`src/rtl/reg_file_pkg.sv`:
```
// reg_file_pkg: shared defaults and constants for the byte-enabled register file
package reg_file_pkg;
  localparam int unsigned DEF_DATA_W = 32;
  localparam int unsigned DEF_ADDR_W = 5;
  localparam int unsigned DEF_BYTES  = DEF_DATA_W / 8;
  localparam int unsigned REG0       = 0;
endpackage

```
`src/rtl/reg_word.sv`:
```
// reg_word: one DATA_W-bit register with async active-low clear and per-byte load enables
//   clk     rising-edge clock
//   clear_n asynchronous active-low clear
//   be_i    byte-lane load enables
//   d_i     load data
//   q_o     stored word
module reg_word
  import reg_file_pkg::*;
#(
  parameter int unsigned DATA_W = DEF_DATA_W
) (
  input  logic                clk,
  input  logic                clear_n,
  input  logic [DATA_W/8-1:0] be_i,
  input  logic [DATA_W-1:0]   d_i,
  output logic [DATA_W-1:0]   q_o
);
  logic [DATA_W-1:0] q_q, q_d;
  for (genvar b = 0; b < DATA_W / 8; b++) begin : g_lane
    assign q_d[8*b+:8] = be_i[b] ? d_i[8*b+:8] : q_q[8*b+:8];
  end
  always_ff @(posedge clk or negedge clear_n)
    if (!clear_n) q_q <= '0;
    else q_q <= q_d;
  assign q_o = q_q;
endmodule

```
`src/rtl/reg_file_be.sv`:
```
// reg_file_be: 2-read/1-write register file with byte enables, optional zero reg and bypass
//   clk       rising-edge clock
//   clear_n   asynchronous active-low reset
//   R_addr_A  read address A, R_addr_B read address B
//   W_addr    write address, W_data write data, Write strobe, W_be byte enables
//   rdata_A   read data A, rdata_B read data B (combinational)
module reg_file_be
  import reg_file_pkg::*;
#(
  parameter int unsigned DATA_W   = DEF_DATA_W,
  parameter int unsigned ADDR_W   = DEF_ADDR_W,
  parameter int unsigned NUM_REGS = 32,
  parameter int unsigned ZERO_REG = 1,
  parameter int unsigned BYPASS   = 1
) (
  input  logic                clk,
  input  logic                clear_n,
  input  logic [ADDR_W-1:0]   R_addr_A,
  input  logic [ADDR_W-1:0]   R_addr_B,
  input  logic [ADDR_W-1:0]   W_addr,
  input  logic [DATA_W-1:0]   W_data,
  input  logic                Write,
  input  logic [DATA_W/8-1:0] W_be,
  output logic [DATA_W-1:0]   rdata_A,
  output logic [DATA_W-1:0]   rdata_B
);
  localparam int unsigned BYTES = DATA_W / 8;
  localparam int unsigned SLOTS = 2 ** ADDR_W;
  if (DATA_W % 8 != 0 || DATA_W < 8 || NUM_REGS < 2 || NUM_REGS > SLOTS) begin : g_bad_cfg
    $error("reg_file_be: illegal DATA_W/NUM_REGS/ADDR_W combination");
  end
  // The array spans the whole address space; unimplemented slots are tied to 0,
  // so out-of-range reads return 0 with no extra decode.
  logic [DATA_W-1:0] regs [SLOTS];
  logic [DATA_W-1:0] mask, merged;
  logic              we;
  assign we = clear_n && Write && |W_be && (32'(W_addr) < NUM_REGS)
              && !(ZERO_REG != 0 && W_addr == ADDR_W'(REG0));
  for (genvar i = 0; i < SLOTS; i++) begin : g_reg
    if (i >= NUM_REGS || (ZERO_REG != 0 && i == REG0)) begin : g_zero
      assign regs[i] = '0;
    end else begin : g_word
      reg_word #(.DATA_W(DATA_W)) u_word (
        .clk    (clk),
        .clear_n(clear_n),
        .be_i   (W_be & {BYTES{we && W_addr == ADDR_W'(i)}}),
        .d_i    (W_data),
        .q_o    (regs[i])
      );
    end
  end
  for (genvar b = 0; b < BYTES; b++) begin : g_mask
    assign mask[8*b+:8] = {8{W_be[b]}};
  end
  // Forwarded value is what the target register will hold after this edge.
  assign merged  = (W_data & mask) | (regs[W_addr] & ~mask);
  assign rdata_A = !clear_n ? '0 : (BYPASS != 0 && we && R_addr_A == W_addr) ? merged : regs[R_addr_A];
  assign rdata_B = !clear_n ? '0 : (BYPASS != 0 && we && R_addr_B == W_addr) ? merged : regs[R_addr_B];
endmodule

```
`config.mk`:
```
export PLATFORM = sky130hd
export DESIGN_NAME = reg_file_be
export DESIGN_NICKNAME = d
export VERILOG_FILES = /design/src/rtl/reg_file_pkg.sv /design/src/rtl/reg_word.sv /design/src/rtl/reg_file_be.sv
export SDC_FILE = /design/constraint.sdc
export NUM_CORES = 2
export LEC_CHECK = 0
export BUFFER_PORTS_ARGS = -buffer_cell sky130_fd_sc_hd__buf_2
export CORE_AREA = 3 3 376 378
export CTS_CLUSTER_DIAMETER = 60
export DETAILED_ROUTE_END_ITERATION = 16
export DIE_AREA = 0 0 379 381
export GPL_TIMING_DRIVEN = 0
export SYNTH_ARGS = -nofsm -noshare
export SYNTH_HDL_FRONTEND = slang
export SYNTH_SLANG_ARGS = --single-unit
```
`constraint.sdc`:
```
create_clock -name clk -period 3.4 [get_ports clk]
set_input_delay 0.34 -clock clk [delete_from_list [all_inputs] [get_ports clk]]
set_output_delay 0.34 -clock clk [all_outputs]
set_load 0.05 [all_outputs]
```
==> results.ini <==
[placed_design]
routabilityCongestion=1.122
hpwl_um=282800
placed_area_sq_um=65250
port_buffers=103

[layout]
final_common_cell=mux2_2
area_growth_pct=21.31
fin_area_sq_um=75230
post-route-util=0.5458
largest_register_ffs=992
drive_gt1_frac=0.4971
fin_nets=5063
n_fill_cell=11630
final_cell_mix=mux2_2, dfrtp_1, mux4_2

[hold_path]
min_path_cells=2
hp-start=W_data[14]
hp-class=primary input to register
min_to=g_reg[5].g_word.u_word.q_o[14]

[critical_path]
worstRegToRegCells=1
end_kind=output pin
cpLargestDelayFamily=buffers and inverters
r2r_start=g_reg[1].g_word.u_word.q_o[29]
worstPathCellList=buf_4 > buf_4 > clkbuf_8 > clkbuf_16 > mux2i_2 > o211ai_1 > o221ai_2 > buf_4 > o32ai_4 > buf_6
path_common_cell=buf_4
regToRegSetupSlack_ns=2.43
cpMaxStageDelayCell=o211ai_1
cp.required_ns=3.06
critPathLaunchType=primary input
cp_num_buf_inv=6
path_class=primary input to output pin
crit_arrival_ns=3.46
cp_max_fo=10
crit_path_max_incr_delay_ns=0.86
r2r-end=g_reg[1].g_word.u_word.q_o[29]

[synth]
synth_edf_count=0
ys_ff_latch=992
synth_area_leaders=dfrtp_1, mux4_2, mux2_2
synthCells=4660
yosysTopAreaCell=dfrtp_1
synthesis.area_sq_um=62020
synth-warning-count=0
yosys.area.top_type_share=0.4003
async_flop_share=1.000
synth_cell_types=60
ys.flop_type=dfrtp_1
syn_nets=4714
syn_avg_cell_area_sq_um=13.31
seq_area_frac_synth=0.4003

[sta]
hold_viol=0
max_freq_mhz=263.2
fin_crit_sh=1.117
final-setup-viol-count=122
worst_pin_slew_ns=1.464
rsz0062_at_grt=true
slew-limit-headroom=0.02368
setup_ws_ns=-0.3992
min_period_ns=3.799
slew_violations=0
skew_ns=0

[flow_run]
drv_cap=0

[floorplan]
core_sq_um=137800
die_w_um=379
die_h_um=381
die_area_sq_um=144400
start_util=0.4500
ios=118
rows=136

[power]
total_power_uw=37360
p_per_area_nw_per_um2=496.6
p_leak_uw=0.03314
irDropWorstVdd_uv=464.7

[clocking]
cts_sinks=992
cts_tree=built
clk_latency_ns=0.82
htree_levels=4
cts-root-buf=clkbuf_16
numCtsBuffers=139
clkTransAtPathRegs_ns=0.06
clk_path_buf_depth=3

[status]
violations=negative setup slack
outcome=finished with violations

[detailed_routing]
wire_per_inst_um=57.65
first_pass_iters=9
drtAntennaViolNets=0
wl_um=401300
drc=0
via_per_inst=8.067
drtIter0Drc=9553
num_vias=56160

[global_route]
antenna_found_initial=56
grt_first_pass_wirelength_um=512800
grt_util_all_layers=0.5487
grt-ovfl-total=0
grt_pass1_vias=51530
grt_max_degree=159

-- through the flow --
stage	setup WS, ns	TNS [ns]	cells	hold WS, ns
detailed placement	-3.779	-2935.13	6570	0.4482
floorplan	0.01538	0	4660	0.04441
global placement	-20.68	-	6557	0.5051
global route	-0.2263	-0.8238	6921	0.03892
CTS	-0.01798	-0.03992	6889	0.00005473
finish	-0.3992	-10.71	6961	0.05293
-- cell families (layout without fill, tap and decap cells) --
group | Yosys count | after routing | synth area share
AOI/OAI and AO/OA | 600 | 600 | 0.07087
xor gates and xnor gates | 8 | 8 | 0.001130
buffers and inverters | 447 | 901 | 0.03077
DFF | 992 | 992 | 0.4003
muxes | 2028 | 2028 | 0.4567
other | 0 | 53 | 0
and+or+nand+nor | 585 | 585 | 0.04027
-- where the power goes --
part / leakage [uW] / switching [uW] / total (uW) / internal (uW)
Sequential: 0.0135 / 1030 / 13800 / 12800
Clock: 0.00231 / 6260 / 15300 / 9050
Combinational: 0.0173 / 5120 / 8260 / 3140
Total: 0.0331 / 12400 / 37400 / 24900
-- cells in the mapped netlist, types with 5 or more instances --
master / count
o22ai_1: 140
nor4_1: 9
a22oi_1: 27
nand2_1: 286
buf_2: 127
a221o_1: 13
o21ai_0: 64
o31ai_1: 16
a31oi_1: 18
a211oi_1: 32
or2_2: 5
a211o_1: 17
mux2_1: 48
nand4_1: 17
nand2b_1: 11
mux2i_1: 412
dfrtp_1: 992
a21oi_1: 43
nand3_1: 17
a32oi_1: 21
mux2_2: 1035
o32ai_1: 23
nor2b_1: 15
buf_1: 43
mux4_2: 533
nor3_1: 12
buf_4: 19
nor2_1: 181
o211ai_1: 23
a221oi_1: 89
inv_2: 9
clkbuf_1: 245
nand3b_1: 7
o221ai_1: 29
a32o_1: 20
or3_1: 8
xor2_1: 8
-- timing repair --
action | 4_1_cts | 5_1_grt
pin swaps | 29 | 31
hold buffers | 25 | 0
setup endpoints to repair | 1056 | 59
gates resized for setup | 927 | 149
gates cloned | 8 | 0
endpoints found under the hold margin | 442 | 0
buffers inserted | 44 | 19
-- cell type report --
class,count,area (sq um),area share
repair buffers,212,2140,0.02844
flip-flops and latches,992,24820,0.3300
clock buffers,179,3882,0.05161
well taps,1794,2245,0.02984
inverters,13,73.82,0.0009812
diodes,53,132.6,0.001763
clock inverters,67,833.3,0.01108
plain buffers,430,3981,0.05292
multi-input cells,3221,37120,0.4934
-- layer usage --
| metal | vias to the layer above | global-route usage | wire length [um] |
|---|---|---|---|
| li1 | 19280 | - | - |
| met1 | 29410 | 0.6524 | 142400 |
| met2 | 5699 | 0.6787 | 150300 |
| met3 | 1711 | 0.3753 | 70540 |
| met4 | 52 | 0.4016 | 36410 |
| met5 | - | 0.06334 | 1621 |
-- worst max-delay path by stage --
stage                     cells past startpoint                              end                      startpoint  slack, ns
after floorplan                               9                      rdata_B[31]                     R_addr_B[0]       0.02
after global placement                        1  g_reg[13].g_word.u_word.q_o[22]                         clear_n     -20.68
after detailed placement                     12                      rdata_B[24]                         clear_n      -3.78
after CTS                                    12                       rdata_B[2]                       W_addr[0]      -0.02
after global routing                          7                       rdata_B[4]  g_reg[22].g_word.u_word.q_o[4]      -0.23
final                                        10                       rdata_B[2]                       W_addr[3]      -0.40
Power figures use the tool's default switching activity.
